**config.mk**
```make
export PLATFORM = sky130hd
export DESIGN_NAME = uart_tx_fifo
export DESIGN_NICKNAME = d
export VERILOG_FILES = /design/src/rtl/uart_tx_fifo.sv
export SDC_FILE = /design/constraint.sdc
export NUM_CORES = 1
export LEC_CHECK = 0
export CORE_ASPECT_RATIO = 0.5
export CORE_MARGIN = 2
export CORE_UTILIZATION = 50
export CTS_CLUSTER_DIAMETER = 30
export DETAILED_ROUTE_END_ITERATION = 10
export GPL_ROUTABILITY_DRIVEN = 0
export PLACE_DENSITY_LB_ADDON = 0.1
export SLEW_MARGIN = 20
export SYNTH_ARGS = -nofsm -noshare
export SYNTH_HDL_FRONTEND = slang
export SYNTH_SLANG_ARGS = --single-unit
export TNS_END_PERCENT = 5
```
**constraint.sdc**
```tcl
create_clock -name clk -period 5.68 [get_ports clk]
set_clock_uncertainty 0.2 [all_clocks]
set_input_delay 1.136 -clock clk [delete_from_list [all_inputs] [get_ports clk]]
set_output_delay 1.136 -clock clk [all_outputs]
set_load 0.005 [all_outputs]
```
**src/rtl/uart_tx_fifo.sv**
```systemverilog
// First-word-fall-through byte buffer feeding the UART transmitter.
// Reports fill level and a sticky overflow flag; the outputs depend only on registered state.
module uart_tx_fifo #(
    parameter int DATA_WIDTH = 8,
    parameter int DEPTH      = 16
) (
    input  logic                          clk,
    input  logic                          rst,
    input  logic                          flush,
    input  logic [DATA_WIDTH-1:0]         in_data,
    input  logic                          in_valid,
    output logic                          in_ready,
    output logic [DATA_WIDTH-1:0]         out_data,
    output logic                          out_valid,
    input  logic                          out_ready,
    output logic [$clog2(DEPTH):0]        count,
    output logic                          overflow
);

    localparam int LB_DEPTH = $clog2(DEPTH);
    localparam logic [LB_DEPTH:0] FULL_COUNT = (LB_DEPTH+1)'(DEPTH);

    logic [DATA_WIDTH-1:0] mem_q [DEPTH];
    logic [LB_DEPTH-1:0]   wr_ptr_q, wr_ptr_d;
    logic [LB_DEPTH-1:0]   rd_ptr_q, rd_ptr_d;
    logic [LB_DEPTH:0]     count_q, count_d;
    logic                  overflow_q, overflow_d;
    logic                  wr_en, rd_en, clear;

    assign clear     = rst || flush;
    assign in_ready  = (count_q != FULL_COUNT);
    assign out_valid = (count_q != '0);
    assign out_data  = mem_q[rd_ptr_q];
    assign count     = count_q;
    assign overflow  = overflow_q;

    // A clear cycle swallows any handshake offered alongside it.
    assign wr_en = in_valid && in_ready && !clear;
    assign rd_en = out_valid && out_ready && !clear;

    always_comb begin
        wr_ptr_d   = wr_ptr_q;
        rd_ptr_d   = rd_ptr_q;
        count_d    = count_q;
        overflow_d = overflow_q;
        if (clear) begin
            wr_ptr_d   = '0;
            rd_ptr_d   = '0;
            count_d    = '0;
            overflow_d = 1'b0;
        end else begin
            if (wr_en) wr_ptr_d = wr_ptr_q + LB_DEPTH'(1);
            if (rd_en) rd_ptr_d = rd_ptr_q + LB_DEPTH'(1);
            case ({wr_en, rd_en})
                2'b10:   count_d = count_q + (LB_DEPTH+1)'(1);
                2'b01:   count_d = count_q - (LB_DEPTH+1)'(1);
                default: count_d = count_q;
            endcase
            if (in_valid && !in_ready) overflow_d = 1'b1;
        end
    end

    always_ff @(posedge clk) begin
        if (rst) begin
            wr_ptr_q   <= '0;
            rd_ptr_q   <= '0;
            count_q    <= '0;
            overflow_q <= 1'b0;
        end else begin
            wr_ptr_q   <= wr_ptr_d;
            rd_ptr_q   <= rd_ptr_d;
            count_q    <= count_d;
            overflow_q <= overflow_d;
        end
    end

    // Storage carries no reset so it can map onto distributed RAM.
    always_ff @(posedge clk) begin
        if (wr_en) mem_q[wr_ptr_q] <= in_data;
    end

endmodule

```
==> impl_metrics.env <==
export IMPL_initial_utilization_pct=51.02
export IMPL_std_cell_rows=28
export IMPL_die_area_um2=12920
export IMPL_post_route_min_period_ns=4.207
export IMPL_cts_max_level=4
export IMPL_fin_util_pct=59.62
export IMPL_syn_cell_area_um2=5988
export IMPL_finalInstanceArea_um2=6997
export IMPL_tightestPinTransition_ns=1.010
export IMPL_clkTransAtPathRegs_ns=0.06
export IMPL_path_cells="buf_4 > mux4_1 > mux4_2 > clkdlybuf4s50_1"
export IMPL_root_buffer="clkbuf_16"
export IMPL_coreArea_um2=11740
export IMPL_overflow=0
export IMPL_synth_distinct_cells=41
export IMPL_clock_latency_ns=0.41
export IMPL_diodes=0
export IMPL_status="complete, no violations"
export IMPL_crit_path_start_kind="flop"
export IMPL_maxCapViolations=0
export IMPL_clk_path_buf_depth=2
export IMPL_layout_common_cells="edfxtp_1, mux4_1, nor2_1"
export IMPL_p_leak_uw=0.002265
export IMPL_num_vias=2896
export IMPL_finalPower_uw=2290
export IMPL_hpwl_um=6939
export IMPL_post_route_period_util_pct=74.06
export IMPL_wl_per_cell_um=21.90
export IMPL_end_kind="output port"
export IMPL_ioPinCount=29
export IMPL_grt_pass1_vias=3014
export IMPL_die_width_um=158.8
export IMPL_syn_area_per_cell_um2=19.63
export IMPL_post_cts_buffers=0
export IMPL_critPathSlowestCell="mux4_1"
export IMPL_fmax_mhz=237.7
export IMPL_layout_drive_gt1_share_pct=14.12
export IMPL_cts_hold_buf=0
export IMPL_p_per_area_nw_per_um2=327.3
export IMPL_drt_iter0_drc=205
export IMPL_synth_ff_type="edfxtp_1"
export IMPL_drv_slew=0
export IMPL_peakVddDrop_v=0.0002020
export IMPL_cts_tree="built"
export IMPL_finalNetCount=362
export IMPL_setup_violations=0
export IMPL_cp_top_family="multiplexers"
export IMPL_cts_buffers=17
export IMPL_routed_wl_um=11370
export IMPL_final_hold_violation_count=0
export IMPL_antenna_found_initial=0
export IMPL_synth_cells=305
export IMPL_grt_max_degree=33
export IMPL_synthArstFlopShare_pct=0
export IMPL_worst_path_buf_inv=2
export IMPL_fp_dieH_um=81.39
export IMPL_grt_pass1_wl_um=17060
export IMPL_drc=0
export IMPL_final_common_cell="edfxtp_1"
export IMPL_drtPass1Iterations=4
export IMPL_setup_ws_ns=1.473
export IMPL_cts_num_sinks=146
export IMPL_track_usage_pct=19.00
export IMPL_synth_edf_count=128
export IMPL_max_slew_margin_pct=32.41
export IMPL_rsz0062_at_grt="false"
export IMPL_crit_arrival_ns=2.87
export IMPL_port_buffers=28
export IMPL_fin_tns_setup_ns=0
export IMPL_syn_nets=326
export IMPL_yosysWarnings=0
export IMPL_worstHoldPathType="reg -> reg"
export IMPL_cp_required_ns=4.34
export IMPL_dpl_cell_area_um2=6412
export IMPL_ys_ff_latch=146
export IMPL_crit_fanout=32
export IMPL_avgViaCountPerCell=5.580
export IMPL_place_ws_ns=1.212
export IMPL_area_delta_synth_final_pct=16.84
export IMPL_seq_area_frac_synth_pct=70.20
export IMPL_drtAntennaViolNets=0
export IMPL_max_stage_delay_ns=0.65
export IMPL_post_cts_resized=0
export IMPL_worstSetupPathType="reg -> out"
[registers in the layout (all words and copies together) (netlist names), named ones only]
name	flops
rd_ptr_q	4
count	5
mem_q	128
wr_ptr_q	4
overflow	1
[cells by family (layout without fill, tap and decap cells)]
kind of cell | after synthesis | in the layout | share of synthesized area (%)
simple gates | 61 | 61 | 5.098
xor+xnor | 10 | 10 | 1.463
mux | 42 | 42 | 17.38
buf+inv | 23 | 72 | 2.173
flops | 146 | 146 | 70.20
fa+ha+maj | 8 | 8 | 1.672
compound gates | 15 | 15 | 2.006
[metal layers]
metal	part of all wire (%)	global-route usage [%]	vias up
li1	-	-	1321
met1	43	23.43	1489
met2	50	32.49	82
met3	6.4	5.822	4
met4	0.26	7.156	0
met5	0	0	-
[where the power goes]
| group | total, uW | leakage, uW | internal, uW | switching (uW) |
|---|---|---|---|---|
| Sequential | 1170 | 0.00130 | 1170 | 1.74 |
| Clock | 1070 | 0.000289 | 660 | 411 |
| Combinational | 47.4 | 0.000680 | 20.2 | 27.2 |
| Total | 2290 | 0.00227 | 1850 | 440 |
[stage by stage]
step	hold slack (ns)	cells
2_1_floorplan	0.2605	305
4_1_cts	0.2819	519
6_report	0.2796	519
3_3_place_gp	0.2739	487
3_5_place_dp	0.2669	487
5_1_grt	0.3129	519
[cell type report]
class                      instances  area, um^2
clock buffer                      25       539.3
clock inverter                     7       45.04
fill                             869        4740
inverter                           6       22.52
multi-input combinational        136        1654
sequential                       146        4204
tap                              165       206.4
timing repair buffer              34       325.3
[synth_stat cells (2+ instances only)]
library cell	count	area (um^2)
a21oi_1	3	15.01
a31oi_1	2	12.51
buf_1	4	15.01
buf_2	4	20.02
buf_6	3	33.78
clkbuf_1	5	18.77
dfxtp_1	18	360.4
edfxtp_1	128	3844
ha_1	8	100.1
inv_1	6	22.52
mux2i_1	2	20.02
mux4_1	32	840.8
mux4_2	8	180.2
nand2_1	10	37.54
nand2b_1	3	18.77
nand3_1	2	10.01
nand4_1	4	25.02
nor2_1	29	108.9
nor3_1	4	20.02
xnor2_1	2	17.52
xor2_1	8	70.07
[worst paths after layout]
check             cells past startpoint  slack, ns                   from                    end
setup / recovery                      4       1.47                   flop            out_data[1]
hold / removal                        2       0.28  overflow$_SDFFE_PP0P_  overflow$_SDFFE_PP0P_
setup reg to reg                     10       2.39  count[1]$_SDFFE_PP0P_  count[4]$_SDFFE_PP0P_
hold reg to reg                       2       0.28  overflow$_SDFFE_PP0P_  overflow$_SDFFE_PP0P_
[worst reg2reg max path, stage by stage, from the launching register on]
cell and delay [ns]:
dfxtp_1 0.41, nor4_4 0.54, a21boi_2 0.21, and2_1 0.21
ha_1 0.31, xor2_1 0.22, ha_1 0.17, a31oi_1 0.07
or4_4 0.52, a31o_1 0.23, a21oi_2 0.13
No activity file was read; power rests on OpenSTA's default activity.
